**config.mk**
```make
export PLATFORM = sky130hd
export DESIGN_NAME = simd_lane_ci
export DESIGN_NICKNAME = d
export VERILOG_FILES = /design/src/rtl/simd_lane_pkg.sv /design/src/rtl/simd_lane_alu.sv /design/src/rtl/simd_lane_ci.sv
export SDC_FILE = /design/constraint.sdc
export NUM_CORES = 1
export LEC_CHECK = 0
export BUFFER_PORTS_ARGS = -buffer_cell sky130_fd_sc_hd__buf_4
export CAP_MARGIN = 15
export CELL_PAD_IN_SITES_DETAIL_PLACEMENT = 0
export CELL_PAD_IN_SITES_GLOBAL_PLACEMENT = 2
export CORE_MARGIN = 4
export CORE_UTILIZATION = 39
export CTS_BUF_LIST = sky130_fd_sc_hd__clkbuf_4
export CTS_CLUSTER_SIZE = 20
export DETAILED_ROUTE_END_ITERATION = 12
export PLACE_DENSITY_LB_ADDON = 0.05
export SLEW_MARGIN = 10
export SYNTH_ARGS = -nofsm -noshare
export SYNTH_HDL_FRONTEND = slang
export SYNTH_SLANG_ARGS = --single-unit
```
**constraint.sdc**
```tcl
create_clock -name clk -period 6.44 [get_ports clk]
set_clock_uncertainty 0.15 [all_clocks]
set_input_delay 0.322 -clock clk [delete_from_list [all_inputs] [get_ports clk]]
set_output_delay 0.322 -clock clk [all_outputs]
set_load 0.02 [all_outputs]
```
**src/rtl/simd_lane_pkg.sv**
```systemverilog
// simd_lane_ci shared types and lane helpers.
// Lane math is width-generic via explicit w/sgn arguments.
package simd_lane_pkg;

  typedef enum logic [2:0] {
    OP_MAX     = 3'd0,
    OP_ADDSAT  = 3'd1,
    OP_ACCMAX  = 3'd2,
    OP_READCLR = 3'd3,
    OP_HMAX    = 3'd4,
    OP_RSV5    = 3'd5,
    OP_RSV6    = 3'd6,
    OP_RSV7    = 3'd7
  } ci_op_t;

  localparam int DATA_W_D = 32;
  localparam int LANE_W_D = 16;
  localparam bit SIGNED_D = 1'b1;
  localparam int LANES    = DATA_W_D / LANE_W_D;

  // Lane minimum as a w-bit pattern in the low bits.
  function automatic logic [31:0] lane_min_f(
    input int w,
    input bit sgn
  );
    logic [31:0] r;
    r = '0;
    if (sgn) r = 32'd1 << (w - 1);
    return r;
  endfunction

  // Lane maximum as a w-bit pattern in the low bits.
  function automatic logic [31:0] lane_max_f(
    input int w,
    input bit sgn
  );
    logic [32:0] r;
    if (sgn) r = (33'd1 << (w - 1)) - 33'd1;
    else     r = (33'd1 << w) - 33'd1;
    return r[31:0];
  endfunction

  localparam logic [31:0] LANE_MIN =
    lane_min_f(LANE_W_D, SIGNED_D);
  localparam logic [31:0] LANE_MAX =
    lane_max_f(LANE_W_D, SIGNED_D);

  // Extend a w-bit lane to a wide signed value.
  function automatic logic signed [33:0] lane_ext(
    input logic [31:0] v,
    input int          w,
    input bit          sgn
  );
    logic signed [33:0] m;
    logic signed [33:0] r;
    m = (34'sd1 <<< w) - 34'sd1;
    r = $signed({2'b00, v}) & m;
    if (sgn && v[w-1]) r = r | ~m;
    return r;
  endfunction

  function automatic logic [31:0] lane_max(
    input logic [31:0] a,
    input logic [31:0] b,
    input int          w,
    input bit          sgn
  );
    logic signed [33:0] ea;
    logic signed [33:0] eb;
    ea = lane_ext(a, w, sgn);
    eb = lane_ext(b, w, sgn);
    return (ea >= eb) ? a : b;
  endfunction

  // Sum is formed one bit wider than the lane, then clamped.
  function automatic logic [31:0] lane_addsat(
    input logic [31:0] a,
    input logic [31:0] b,
    input int          w,
    input bit          sgn
  );
    logic signed [33:0] s;
    logic signed [33:0] lo;
    logic signed [33:0] hi;
    s  = lane_ext(a, w, sgn) + lane_ext(b, w, sgn);
    lo = lane_ext(lane_min_f(w, sgn), w, sgn);
    hi = lane_ext(lane_max_f(w, sgn), w, sgn);
    if (s > hi)      s = hi;
    else if (s < lo) s = lo;
    return s[31:0];
  endfunction

endpackage

```
**src/rtl/simd_lane_alu.sv**
```systemverilog
// Combinational datapath for LPC lanes of one step.
// HMAX threads a running max through the lanes.
module simd_lane_alu
  import simd_lane_pkg::*;
#(
  parameter int LANE_W = 16,
  parameter int LPC    = 1,
  parameter bit SGN    = 1'b1
) (
  input  logic [2:0]            op,
  input  logic [LPC*LANE_W-1:0] a,
  input  logic [LPC*LANE_W-1:0] b,
  input  logic [LPC*LANE_W-1:0] acc,
  input  logic [LANE_W-1:0]     hmax_in,
  output logic [LPC*LANE_W-1:0] res,
  output logic [LPC*LANE_W-1:0] acc_out,
  output logic [LANE_W-1:0]     hmax_out
);

  logic [LANE_W-1:0] ai;
  logic [LANE_W-1:0] bi;
  logic [LANE_W-1:0] ci;
  logic [LANE_W-1:0] mx;
  logic [LANE_W-1:0] hm;

  // Per-lane operation select and HMAX reduction.
  always_comb begin
    res     = '0;
    acc_out = acc;
    hm      = hmax_in;
    ai      = '0;
    bi      = '0;
    ci      = '0;
    mx      = '0;
    for (int i = 0; i < LPC; i++) begin
      ai = a[i*LANE_W +: LANE_W];
      bi = b[i*LANE_W +: LANE_W];
      ci = acc[i*LANE_W +: LANE_W];
      unique case (1'b1)
        (op == OP_MAX): begin
          res[i*LANE_W +: LANE_W] = LANE_W'(
            lane_max(32'(ai), 32'(bi), LANE_W, SGN));
        end
        (op == OP_ADDSAT): begin
          res[i*LANE_W +: LANE_W] = LANE_W'(
            lane_addsat(32'(ai), 32'(bi), LANE_W, SGN));
        end
        (op == OP_ACCMAX): begin
          mx = LANE_W'(
            lane_max(32'(ci), 32'(ai), LANE_W, SGN));
          res[i*LANE_W +: LANE_W]     = mx;
          acc_out[i*LANE_W +: LANE_W] = mx;
        end
        (op == OP_READCLR): begin
          res[i*LANE_W +: LANE_W] = ci;
        end
        (op == OP_HMAX): begin
          hm = LANE_W'(
            lane_max(32'(hm), 32'(ai), LANE_W, SGN));
        end
        default: ;
      endcase
    end
    hmax_out = hm;
  end

endmodule

```
**src/rtl/simd_lane_ci.sv**
```systemverilog
// Multi-cycle packed-lane custom instruction slave.
// FSM walks LPC lanes per cycle; acc persists across ops.
module simd_lane_ci
  import simd_lane_pkg::*;
#(
  parameter int DATA_W = 32,
  parameter int LANE_W = 16,
  parameter int LPC    = 1,
  parameter int SIGNED = 1
) (
  input  logic              clk,
  input  logic              reset,
  input  logic              clk_en,
  input  logic              start,
  input  logic [2:0]        n,
  input  logic [DATA_W-1:0] dataa,
  input  logic [DATA_W-1:0] datab,
  output logic              done,
  output logic [DATA_W-1:0] result
);

  localparam int NL  = DATA_W / LANE_W;
  localparam int SW  = LPC * LANE_W;
  localparam int IW  = $clog2(NL + 1);
  localparam bit SGN = (SIGNED != 0);

  localparam logic [IW-1:0] STEP = IW'(LPC);
  localparam logic [IW-1:0] LAST = IW'(NL - LPC);

  localparam logic [LANE_W-1:0] LMIN =
    LANE_W'(lane_min_f(LANE_W, SGN));
  localparam logic [DATA_W-1:0] ACC_INIT = {NL{LMIN}};
  localparam logic [DATA_W-1:0] HMAX_SEED =
    SGN ? DATA_W'($signed(LMIN)) : DATA_W'(LMIN);
  localparam logic [DATA_W-1:0] SL_MASK =
    DATA_W'({SW{1'b1}});

  typedef enum logic [1:0] {
    S_IDLE,
    S_RUN,
    S_FIN
  } state_t;

  state_t            state;
  logic [2:0]        op_q;
  logic [DATA_W-1:0] a_q;
  logic [DATA_W-1:0] b_q;
  logic [DATA_W-1:0] acc;
  logic [DATA_W-1:0] stage;
  logic [IW-1:0]     idx;

  int                sh;
  logic [SW-1:0]     a_sl;
  logic [SW-1:0]     b_sl;
  logic [SW-1:0]     c_sl;
  logic [SW-1:0]     res_sl;
  logic [SW-1:0]     acc_sl;
  logic [LANE_W-1:0] hm_out;
  logic [DATA_W-1:0] hm_ext;
  logic [DATA_W-1:0] stage_nx;
  logic [DATA_W-1:0] acc_nx;

  // Select the lane group at idx from the latched operands.
  always_comb begin
    sh   = LANE_W * int'(idx);
    a_sl = SW'(a_q >> sh);
    b_sl = SW'(b_q >> sh);
    c_sl = SW'(acc >> sh);
  end

  simd_lane_alu #(
    .LANE_W (LANE_W),
    .LPC    (LPC),
    .SGN    (SGN)
  ) u_alu (
    .op       (op_q),
    .a        (a_sl),
    .b        (b_sl),
    .acc      (c_sl),
    .hmax_in  (stage[LANE_W-1:0]),
    .res      (res_sl),
    .acc_out  (acc_sl),
    .hmax_out (hm_out)
  );

  // Merge the processed group back into staging and acc.
  always_comb begin
    if (SGN) hm_ext = DATA_W'($signed(hm_out));
    else     hm_ext = DATA_W'(hm_out);
    acc_nx = (acc & ~(SL_MASK << sh))
           | (DATA_W'(acc_sl) << sh);
    if (op_q == OP_HMAX) begin
      stage_nx = hm_ext;
    end else begin
      stage_nx = (stage & ~(SL_MASK << sh))
               | (DATA_W'(res_sl) << sh);
    end
  end

  // Control FSM with registered done/result; clk_en freezes all.
  always_ff @(posedge clk or posedge reset) begin
    if (reset) begin
      state  <= S_IDLE;
      op_q   <= '0;
      a_q    <= '0;
      b_q    <= '0;
      acc    <= ACC_INIT;
      stage  <= '0;
      idx    <= '0;
      done   <= 1'b0;
      result <= '0;
    end else if (clk_en) begin
      unique case (state)
        S_IDLE: begin
          done <= 1'b0;
          if (start) begin
            op_q <= n;
            a_q  <= dataa;
            b_q  <= datab;
            idx  <= '0;
            if (n > OP_HMAX) begin
              stage  <= '0;
              result <= '0;
              done   <= 1'b1;
              state  <= S_FIN;
            end else begin
              stage <= (n == OP_HMAX) ? HMAX_SEED : '0;
              state <= S_RUN;
            end
          end
        end
        S_RUN: begin
          stage <= stage_nx;
          acc   <= acc_nx;
          idx   <= idx + STEP;
          if (idx == LAST) begin
            result <= stage_nx;
            done   <= 1'b1;
            state  <= S_FIN;
          end
        end
        S_FIN: begin
          done <= 1'b0;
          if (op_q == OP_READCLR) acc <= ACC_INIT;
          state <= S_IDLE;
        end
        default: state <= S_IDLE;
      endcase
    end
  end

endmodule
```
After elaboration in Yosys (flattened, before gate mapping):

Cells that the tools add are included.

* register bits after elaboration: 168
* output and inout port bits: 33
* word-level logic and storage cells: 97
* input bits: 71

* add/sub/neg operators: 2
* muxes and demuxes: 46
* shifts and indexed selects: 6
* reduce and logical (&&, ||, !) cells: 11
* bitwise logic cells: 5
* equality and inequality tests: 12
* $lt $le $gt $ge: 6

Operators by type and width (count)
* 34-bit 2-to-1 mux: 16
* 32-bit 2-to-1 mux: 8
* 32-bit case mux with 2 select lines: 3
* 16-bit 2-to-1 mux: 8
* 34-bit greater-or-equal comparator: 3
* 32-bit by 6-bit >> shifter with 16-bit output: 3
* 32-bit AND: 2
* 32-bit OR: 2
* 16-bit case mux with 4 select lines: 1
* 16-bit by 6-bit << shifter with 32-bit output: 2
* 34-bit adder: 1
* 34-bit greater-than comparator: 1
* 34-bit < comparator: 1
* 32-bit inverter: 1
* 16-bit by 6-bit << shifter with 32-bit output, first input constant: 1
* 3-bit AND reduction: 5
* 2-bit 2-to-1 mux: 4
* 2-bit inequality test, second input constant: 4
* 2-bit case mux with 2 select lines: 2
* 3-bit by 2-bit == test with 1-bit output, second input constant: 2
* 3-bit == test, second input constant: 2
* 5-bit AND reduction: 1
* 2-bit by 1-bit == test with 1-bit output, second input constant: 2
* 2-bit nonzero test: 2
* other kinds (9): 11

Logic depth before layout (Yosys ltp):

Gate-level depths: netlist of run 1.

* depth in word-level cells: 13
* depth in mapped cells: 26
* mapped depth without buffers: 21

Hierarchy:

A second synthesis of run 1 with hierarchy kept.

* cell total of the unflattened synthesis: 1240
* area total of the unflattened synthesis: 12079.1 um^2

Modules (own cells, without submodules)
* simd_lane_ci: area each 8488.1 um^2, cells an instance 721, seq. area each 4206.5 um^2, times used 1
* simd_lane_alu: area each 3590.9 um^2, cells an instance 519, seq. area each 0.0 um^2, times used 1

Least setup slack after synthesis of run 1:

OpenSTA, ideal clock, no wires.

* kind: register to register
* start: register idx[0]
* end: register result[18]
* library setup time: 0.064 ns
* buffers on the path: 5
* setup slack: 0.965 ns
* clock period less this slack: 5.475 ns
* stages on the path, launching flop included: 26
* data arrival time: 5.260 ns
* required time: 6.226 ns
* cells stage by stage: dfrtp_1 -> buf_2 -> buf_2 -> buf_2 -> mux2i_1 -> nor2_1 -> ha_1 -> clkbuf_1 -> nor3_1 -> o21ai_0 -> or4b_1 -> o21ai_1 -> o21ai_0 -> nor2_1 -> o21ai_0 -> a21oi_1 -> o21bai_1 -> fa_1 -> nor4bb_1 -> nand4_1 -> a21boi_2 -> buf_6 -> nand2_1 -> and4_1 -> a21oi_1 -> a21o_1

* longest elaborated chain between the ends: 13
* elaborated cells on any way between the ends: 36
* those cells by class: add/sub: 1; order compare: 5; eq/ne: 2; shift: 5; mux: 19; bitwise: 3; reduce/logical: 1

Ends and longest elaborated chain
* start, declared: RTL line simd_lane_ci.sv:50 `logic [IW-1:0] idx;`
* start signal, assigned: RTL line simd_lane_ci.sv:135 `idx <= idx + STEP;`
* 32-bit by 6-bit >> shifter with 16-bit output, on equally long branches: RTL line simd_lane_ci.sv:66, simd_lane_ci.sv:67
* 34-bit 2-to-1 mux: RTL line simd_lane_pkg.sv:58 `if (sgn && v[w-1]) r = r | ~m;`
* 34-bit 2-to-1 mux: RTL line simd_lane_alu.sv:39 `unique case (1'b1)`
* 34-bit adder: RTL line simd_lane_pkg.sv:85 `s = lane_ext(a, w, sgn) + lane_ext(b, w, sgn);`
* 34-bit < comparator: RTL line simd_lane_pkg.sv:89 `else if (s < lo) s = lo;`
* 16-bit 2-to-1 mux: RTL line simd_lane_pkg.sv:89
* 16-bit 2-to-1 mux: RTL line simd_lane_pkg.sv:88 `if (s > hi) s = hi;`
* 16-bit case mux with 4 select lines: RTL line simd_lane_alu.sv:39
* 16-bit by 6-bit << shifter with 32-bit output: RTL line simd_lane_ci.sv:96 `| (DATA_W'(res_sl) << sh);`
* 32-bit OR: RTL line simd_lane_ci.sv:96
* 32-bit 2-to-1 mux: RTL line simd_lane_ci.sv:92 `if (op_q == OP_HMAX) begin`
* 32-bit 2-to-1 mux: RTL line simd_lane_ci.sv:136 `if (idx == LAST) begin`
* 32-bit case mux with 2 select lines: RTL line simd_lane_ci.sv:113 `unique case (state)`
* end signal, assigned: RTL line simd_lane_ci.sv:137 `result <= stage_nx;`
* end, declared: RTL line simd_lane_ci.sv:19 `output logic [DATA_W-1:0] result`

Parallel ways exist; a longest one is shown, timed or not. The select of a mux whose other input is x is not followed.
A chain may end at the register's enable or synchronous reset.

Worst setup path in the final report of run 1:

* start: register idx[0]
* end: register result[19]

The elaborated chain is that of the path after synthesis.

==> impl_metrics.yaml, run 1 <==
route:
  drt-vias-per-instance: 5.57
  wl_mm: 37.1
  vias: 9707
  routedWlPerCell_microns: 21.3
  drt-initial-drc-count: 601
  ant_nets: 0
  drc_errors: 0
  dr.pass1.iters: 6
clock_network:
  path_clk_slew_ns: 0.17
  holdBufCountCts: 70
  cts_buffers: 17
  cts_tree: "built"
  cts_setup_buffers: 0
  cts.sinks: 166
  h-tree-depth: 4
  root_buffer: "clkbuf_4"
  clk_latency_ns: 0.61
  cts_buffer_depth: 2
  ctsResizeCount: 0
power:
  netSwitchingFraction_pct: 52.4
  comb_power_share_pct: 67.4
  power_frac_seq_pct: 23.9
  power_leakage_uw: 0.00604
  intPower_uw: 3560
  netSwitchingPower_uw: 3920
  power.clock.fraction_pct: 8.7
  powerDensity_nw_per_um2: 561
  irDropWorstVdd_v: 0.000233
timing:
  setup_viol: 0
  tightestPinTransition_ns: 0.985
  whs_ns: 0.140
  slew_violations: 0
  rsz0062_at_grt: "false"
  period_needed_ns: 6.04
  finalSetupTns_ns: 0
  fin_crit_sh_pct: 93.8
  hold_viol: 0
  max_slew_margin_pct: 34.3
  fmax_mhz: 166
global_routing:
  grt_util_met3_pct: 2.61
  grt_remaining_overflow: 0
  grt-busiest-layer: "met2"
  grt_pass1_wl_mm: 58.8
  grt_use_total_pct: 24.3
  grt_max_degree: 68
  use_met1_pct: 34.8
  grt_pass1_vias: 9858
  antenna_found_initial: 1
  use_met2_pct: 39.4
placement:
  place.gp.congestion: 0.980
  dpl.hpwl_mm: 28.2
  io_buffer_count: 103
  place_inst: 1641
  place_area_sq_um: 12300
logic_synthesis:
  synth_area_sq_um: 11000
  synth_edf_count: 0
  ys_warn_count: 0
  syn_nets: 1328
  ys_types: 78
  syn_area_per_cell_sq_um: 9.31
  async_reset_ff_share_pct: 100
  ys_dominant_reg_cell: "dfrtp_1"
  yosysSeqAreaShare_pct: 37.7
  syn_inst: 1186
  synth_area_leader_cell: "dfrtp_1"
  synth_top_area_share_pct: 37.2
  synth_area_leaders: "dfrtp_1 37%, ha_1 7.8%, mux2_2 7.1%"
  ys_seq_elements: 166
final_layout:
  area_delta_synth_final_pct: 20.8
  stdcell_count: 1744
  final_common_cell: "dfrtp_1"
  fin_nets: 1494
  fin_area_sq_um: 13300
  seqCellArea_sq_um: 4160
  fillers: 2706
  drive_gt1_share_pct: 21.0
  multi_input_comb_area_sq_um: 6400
  layout_common_cells: "162 x dfrtp_1, 146 x buf_4, 130 x nand2_1"
outcome:
  status: "finished clean"
floorplanning:
  die_area_sq_um: 31100
  boundaryPins: 104
  std_cell_rows: 61
  initial_utilization_pct: 39.6
  die_x_microns: 176
  floorplan.die.height_microns: 176
  coreArea_sq_um: 27900
setup_path:
  worstPathArrival_ns: 6.38
  r2r_setup_slack_ns: 0.40
  worstSetupStartpointType: "flop"
  cp-end-kind: "flop"
  crit_fanout: 23
  cp_data_required_time_ns: 6.78
  criticalPathCategory: "reg2reg"
hold_path:
  hp-class: "in2async"
flow_run:
  maxCapViolCount: 0
## metrics by stage
step | power [uW] | setup slack (ns) | util (%)
after floorplan | 5090 | 0.965 | -
after global placement | 6790 | 0.535 | 44.3
after detailed placement | 6780 | 0.443 | 44.3
after CTS | 7490 | 0.408 | 47.9
after global routing | 8070 | 0.0110 | 47.9
final | 7490 | 0.401 | 47.9
## per-layer routing
layer | wire [microns] | part of all wire [%]
met5 | 0 | 0
met4 | 750 | 2.0
met3 | 1400 | 3.8
met2 | 17300 | 47
met1 | 17600 | 47
## power by group through the flow
| stage | combinational [uW] | clock [uW] | sequential [uW] |
|---|---|---|---|
| final | 5050 | 655 | 1790 |
| after global routing | 5510 | 718 | 1840 |
| after CTS | 5020 | 680 | 1790 |
| after detailed placement | 4970 | 0 | 1810 |
| after global placement | 4980 | 0 | 1810 |
| after floorplan | 3360 | 0 | 1730 |
## cell type report
cell class,instances,area share (%)
antenna,1,0.0188
clock buffer,17,0.957
clock inverter,15,1.18
inverter,56,1.61
multi-input combinational,895,48.0
sequential,166,31.2
tap,378,3.55
timing repair buffer,216,13.5
## cells by family (layout without fill, tap and decap cells)
family / count (synthesis) / count (layout) / share of synthesized area [%]
compound gates: 339 / 339 / 21.0
simple gates: 331 / 331 / 14.1
flops: 166 / 166 / 37.7
mux: 137 / 137 / 13.2
buf+inv: 125 / 304 / 4.50
fa+ha+maj: 71 / 71 / 8.18
xor+xnor: 17 / 17 / 1.35
other cells: 0 / 1 / 0
## worst max-delay path, cell delays in order (launching register included)
cell,delay [ns]
dfrtp_2,0.82
buf_4,0.33
mux2i_1,0.19
or2_2,0.18
inv_1,0.11
ha_1,0.23
nor2b_1,0.14
o21ai_0,0.16
or4b_1,0.47
o21ai_1,0.22
o21ai_0,0.22
nor2_1,0.14
o21ai_0,0.08
a21oi_1,0.16
o21bai_1,0.10
fa_1,0.45
nor4bb_1,0.34
nor3b_2,0.14
nor2_2,0.60
a21oi_1,0.15
or3_1,0.34
a32o_1,0.22
## final timing paths
check | start | end | cells past startpoint
hold / removal | reset | result[7]$_DFFE_PP0P_ | 3
setup / recovery | idx[0]$_DFFE_PP0P_ | result[19]$_DFFE_PP0P_ | 21
setup reg to reg | idx[0]$_DFFE_PP0P_ | result[19]$_DFFE_PP0P_ | 21
max in group asynchronous | reset | idx[0]$_DFFE_PP0P_ | 4
min in group clk | datab[7] | b_q[7]$_DFFE_PP0P_ | 3
hold reg to reg | result[10]$_DFFE_PP0P_ | result[10]$_DFFE_PP0P_ | 2
## state kept, by name (all words and copies together) (netlist names)
register  flops
acc          32
op_q          3
result       32
a_q          32
done          1
state         2
stage        30
b_q          32
idx           2
## cells in the mapped netlist, types with 12 or more instances
master,instances
mux2i_1,67
a22o_1,25
a31oi_1,17
nor2_1,87
inv_1,55
dfrtp_1,164
o21ai_0,85
o21a_1,14
nand3_1,16
ha_1,69
nor2b_1,12
a21oi_1,76
mux2_2,70
clkbuf_1,47
xnor2_1,14
nand2_1,130
(Power assumes the default switching activity.)
==> run 2, diff against run 1 <==
CORE_MARGIN = 2   (was 4)
==> run 2 against run 1 <==
Effect of this change:
- sequential power hardly changed
- worst hold slack better by 0.080 ns
- via count is 0.98% higher
- setup slack better by 0.079 ns
- sequential cell count stayed put
- sequential share of layout area is 0.12 points lower
- non-clock buffer count is 4 higher
- critical path type unchanged
- critical endpoint is now stage[19]$_DFFE_PP0P_
- largest cell class unchanged
==> impl_metrics.yaml, run 2 (synthesis results as in run 1) <==
final_layout:
  fin_area_sq_um: 13400
  drive_gt1_share_pct: 21.3
  fin_nets: 1498
  layout_common_cells: "162 x dfrtp_1, 150 x buf_4, 130 x nand2_1"
  area_delta_synth_final_pct: 21.3
  final_common_cell: "dfrtp_1"
global_routing:
  grt_max_degree: 77
  grt_pass1_wl_mm: 58.2
  grt_use_total_pct: 26.2
  antenna_found_initial: 1
  grt_remaining_overflow: 0
  grt_pass1_vias: 9577
placement:
  place_area_sq_um: 12400
  dpl.hpwl_mm: 28.6
  io_buffer_count: 103
  place.gp.congestion: 0.914
clock_network:
  clk_latency_ns: 0.61
  cts_buffer_depth: 2
  h-tree-depth: 4
  cts_buffers: 17
  cts_setup_buffers: 0
  root_buffer: "clkbuf_4"
  cts.sinks: 166
  path_clk_slew_ns: 0.18
  cts_tree: "built"
floorplanning:
  boundaryPins: 104
  initial_utilization_pct: 39.6
  die_x_microns: 172
  coreArea_sq_um: 27900
  die_area_sq_um: 29700
  floorplan.die.height_microns: 172
  std_cell_rows: 61
route:
  drc_errors: 0
  dr.pass1.iters: 5
  wl_mm: 38.1
  ant_nets: 0
  vias: 9802
  drt-initial-drc-count: 596
  routedWlPerCell_microns: 21.8
  drt-vias-per-instance: 5.61
setup_path:
  cp_data_required_time_ns: 6.82
  worstPathArrival_ns: 6.34
  criticalPathCategory: "reg2reg"
  crit_fanout: 28
  worstSetupStartpointType: "flop"
  crit_chain: "mux2i_1, or2_2, inv_1, ha_1, nor3_1, o21ai_0, or4b_1, o21ai_1, o21ai_0, nor2_1, o21ai_0, a21oi_1, o21bai_1, fa_1, nor4bb_1, nand4_1, a21boi_2, buf_4, a21boi_1, a21oi_1, o311ai_0, a21oi_1"
  cp-end-kind: "flop"
  slowest_delay_ns: 0.91
  cp_slowest_cell: "dfrtp_2"
timing:
  period_needed_ns: 5.96
  hold_viol: 0
  finalSetupTns_ns: 0
  fin_crit_sh_pct: 92.6
  slew_violations: 0
  max_slew_margin_pct: 34.9
  setup_viol: 0
  tightestPinTransition_ns: 0.977
  fmax_mhz: 168
  rsz0062_at_grt: "false"
hold_path:
  hp-class: "in2async"
power:
  powerDensity_nw_per_um2: 568
  power_leakage_uw: 0.00607
  irDropWorstVdd_v: 0.000314
outcome:
  status: "finished clean"
flow_run:
  maxCapViolCount: 0
-- run 2: power by group --
| group | leakage (uW) | total (uW) | internal, uW | switching, uW |
|---|---|---|---|---|
| registers | 0.00211 | 1790 | 1440 | 350 |
| clock network | 0.000160 | 679 | 184 | 495 |
| logic | 0.00380 | 5130 | 1950 | 3180 |
| total | 0.00607 | 7600 | 3570 | 4030 |
-- run 2: path summary, 6_finish.rpt --
check,endpoint,depth (start not counted),slack [ns],start
setup / recovery,stage[19]$_DFFE_PP0P_,22,0.48,idx[0]$_DFFE_PP0P_
hold / removal,result[24]$_DFFE_PP0P_,3,0.22,reset
setup reg to reg,stage[19]$_DFFE_PP0P_,22,0.48,idx[0]$_DFFE_PP0P_
hold reg to reg,result[10]$_DFFE_PP0P_,2,0.34,result[10]$_DFFE_PP0P_
max in group asynchronous,acc[17]$_DFFE_PP0P_,4,4.61,reset
min in group clk,a_q[1]$_DFFE_PP0P_,3,0.32,dataa[1]
-- run 2: timing repair --
| action | CTS | global route |
|---|---|---|
| hold buffers | 70 | 0 |
| resized for setup | 0 | 0 |
| hold endpoints to repair | 141 | 0 |
-- run 2: area by class of cell --
cell class                 count  area (sq um)
clock inverter                15           180
multi-input combinational    895          6400
inverter                      56           215
timing repair buffer         220          1830
antenna                        1          2.50
tap                          378           473
clock buffer                  17           128
fill                        2704         14500
sequential                   166          4160
-- run 2: layer usage --
metal	track usage (%)	vias to the layer above	routed length, microns
met4	8.51	0	1050
met1	35.8	4851	17500
li1	-	4638	-
met3	3.18	46	1480
met5	0	-	0
met2	43.3	267	18100
-- run 2: worst max-delay path: cells and delay by family (launching register included) --
family	cells	cell delay, ns
compound gates	11	1.90
simple gates	6	1.42
flops	1	0.91
fa+ha+maj	2	0.90
buf+inv	2	0.38
mux	1	0.24
-- run 2: per-stage QoR --
stage / worst slack [ns] / instances / hold slack, ns / total power, uW / util [%]
after floorplan: 0.965 / 1186 / 0.299 / 5090 / -
after global placement: 0.687 / 1645 / 0.302 / 6880 / 44.4
after detailed placement: 0.571 / 1645 / 0.308 / 6850 / 44.4
after CTS: 0.514 / 1747 / 0.242 / 7580 / 48.0
after global routing: 0.0358 / 1748 / 0.276 / 8150 / 48.1
final: 0.480 / 1748 / 0.220 / 7600 / 48.1
==> run 3, diff against run 2 <==
BUFFER_PORTS_ARGS = -buffer_cell sky130_fd_sc_hd__buf_2   (was -buffer_cell sky130_fd_sc_hd__buf_4)
CORE_UTILIZATION = 40   (was 39)
SYNTH_HIERARCHICAL = 1   (was default)
==> run 3 against run 2 <==
Effect of this change:
- cell area increased by 5.2%
- synthesized cell count increased by 4.6%
- fmax decreased by 3.2%
- setup slack got worse by 0.20 ns
- global-route usage increased by 0.48 points
- critical path depth decreased by 1
- via count increased by 6.9%
- worst hold slack got worse by 0.15 ns
- utilization decreased by 0.66 points
- highest routed layer unchanged
==> impl_metrics.yaml, run 3 <==
final_layout:
  seqCellArea_sq_um: 4210
  fillers: 2874
  layout_common_cells: "164 x dfrtp_1, 103 x buf_2, 84 x inv_1"
  multi_input_comb_area_sq_um: 7110
  final_common_cell: "dfrtp_1"
  area_delta_synth_final_pct: 16.6
  drive_gt1_share_pct: 22.4
  fin_nets: 1535
timing:
  fmax_mhz: 162
  period_needed_ns: 6.16
  setup_viol: 0
  hold_viol: 0
  finalSetupTns_ns: 0
  rsz0062_at_grt: "false"
  slew_violations: 0
  tightestPinTransition_ns: 1.03
  max_slew_margin_pct: 31.3
  timing.final.ws_setup_ns: 0.282
  fin_crit_sh_pct: 95.6
route:
  ant_nets: 0
  routedWlPerCell_microns: 23.0
  met1Wirelength_mm: 19.7
  drt-initial-drc-count: 766
  route.met2.wl_mm: 18.3
  maxUsedRoutingLayer: "met4"
  vias: 10500
  wl_mm: 41.2
  drc_errors: 0
  dr_wl_met3_mm: 1.98
  drt-vias-per-instance: 5.85
  dr.pass1.iters: 8
floorplanning:
  boundaryPins: 104
  coreArea_sq_um: 29700
  floorplan.die.height_microns: 178
  std_cell_rows: 63
  initial_utilization_pct: 40.6
  die_x_microns: 178
  die_area_sq_um: 31600
clock_network:
  h-tree-depth: 4
  clk_latency_ns: 0.64
  cts_tree: "built"
  cts_buffer_depth: 2
  root_buffer: "clkbuf_4"
  cts_buffers: 17
  path_clk_slew_ns: 0.16
  cts.sinks: 168
global_routing:
  grt_max_degree: 68
  grt_remaining_overflow: 0
  antenna_found_initial: 1
  grt_use_total_pct: 26.7
  grt_pass1_vias: 10300
  grt_pass1_wl_mm: 62.8
placement:
  place.gp.congestion: 0.925
  io_buffer_count: 103
  dpl.hpwl_mm: 29.9
  place_ws_ns: 0.243
power:
  irDropWorstVdd_v: 0.000214
  powerDensity_nw_per_um2: 621
  power_leakage_uw: 0.00611
logic_synthesis:
  synth_top_area_share_pct: 34.4
  yosysSeqAreaShare_pct: 34.8
  ys_seq_elements: 168
  synth_common_cells: "166 x dfrtp_1, 85 x inv_1, 71 x ha_1"
  ys_warn_count: 6
  synth_edf_count: 0
  synth_most_common_cell: "dfrtp_1"
  synth_area_leaders: "dfrtp_1 34%, ha_1 7.4%, mux2_2 6.3%"
  syn_inst: 1240
  syn_area_per_cell_sq_um: 9.74
  async_reset_ff_share_pct: 100
  ys_dominant_reg_cell: "dfrtp_1"
  synth_area_leader_cell: "dfrtp_1"
  ys_types: 87
  syn_nets: 1386
  synth_area_sq_um: 12100
setup_path:
  r2r_setup_slack_ns: 0.28
  worstSetupStartpointType: "flop"
  cp-end-kind: "flop"
  ff2ff_path_depth: 21
  cp_data_required_time_ns: 6.79
  worstPathArrival_ns: 6.51
  criticalPathCategory: "reg2reg"
  crit_fanout: 24
outcome:
  status: "finished clean"
flow_run:
  maxCapViolCount: 0
hold_path:
  hold_depth: 4
  hp-class: "in2reg"
[run 3: worst paths after layout]
check / startpoint / endpoint
setup / recovery: idx[1]$_DFFE_PP0P_ / result[10]$_DFFE_PP0P_
hold / removal: start / result[2]$_DFFE_PP0P_
setup reg to reg: idx[1]$_DFFE_PP0P_ / result[10]$_DFFE_PP0P_
hold reg to reg: acc[15]$_DFFE_PP1P_ / acc[15]$_DFFE_PP1P_
max in group asynchronous: reset / b_q[19]$_DFFE_PP0P_
min in group asynchronous: reset / stage[11]$_DFFE_PP0P_
[run 3: report_power, final]
part	internal, uW	total, uW	switching (uW)
clock	239	674	435
combinational	2350	6230	3880
sequential	1500	1840	337
[run 3: area by class of cell]
cell class / instances / share of cell area [%]
diodes: 1 / 0.0178
clock buffers: 17 / 0.906
clock inverters: 15 / 1.18
inverters: 86 / 2.33
multi-input cells: 888 / 50.5
flip-flops and latches: 168 / 29.9
well taps: 390 / 3.46
repair buffers: 228 / 11.7
[run 3: what timing repair did]
action,4_1_cts,5_1_grt
endpoints found under the setup margin,0,43
setup buffers,0,1
hold endpoints to repair,121,0
hold buffers,69,0
gates resized for setup,0,12
[run 3: kinds of logic (layout without fill, tap and decap cells)]
kind of cell             count (synthesis)  after routing  synth area share (%)
AO/OA/AOI/OAI                          321            321                  21.4
XOR/XNOR                                11             11                 0.798
adder cells (fa/ha/maj)                 75             75                  8.02
buffers and inverters                  184            346                  6.77
flip-flops                             168            168                  34.8
multiplexers                           136            136                  12.0
other                                    0              1                     0
AND/OR/NAND/NOR                        345            345                  16.2
[run 3: per-layer routing]
metal	global-route usage (%)	vias up
met5	0	-
met4	9.05	0
met3	4.95	56
met2	40.5	267
met1	38.0	5203
li1	-	4955
[run 3: critical path, stage by stage (launching register included)]
cell       delay (ns)
dfrtp_4          0.66
buf_4            0.25
nor2_1           0.28
ha_1             0.23
inv_1            0.06
fa_1             0.40
o21bai_1         0.30
a2111oi_2        0.16
o21ai_2          0.21
a31oi_1          0.13
nor2b_1          0.16
o21bai_1         0.26
fa_1             0.48
nor4bb_1         0.29
a21oi_1          0.09
nand2b_1         0.16
o22a_1           0.22
nand3_1          0.34
o2111ai_1        0.29
nor3b_1          0.26
o311ai_0         0.51
mux2i_1          0.14
[run 3: through the flow]
stage	total power, uW	hold WS [ns]	std cells	cell area (sq um)	utilization, %
detailed placement	7910	0.251	1690	13000	43.9
finish	8740	0.0671	1793	14100	47.4
global placement	7940	0.253	1690	13000	43.9
CTS	8650	0.00557	1791	14000	47.2
floorplan	5860	0.313	1240	12100	-
global route	9400	0.0256	1793	14100	47.4
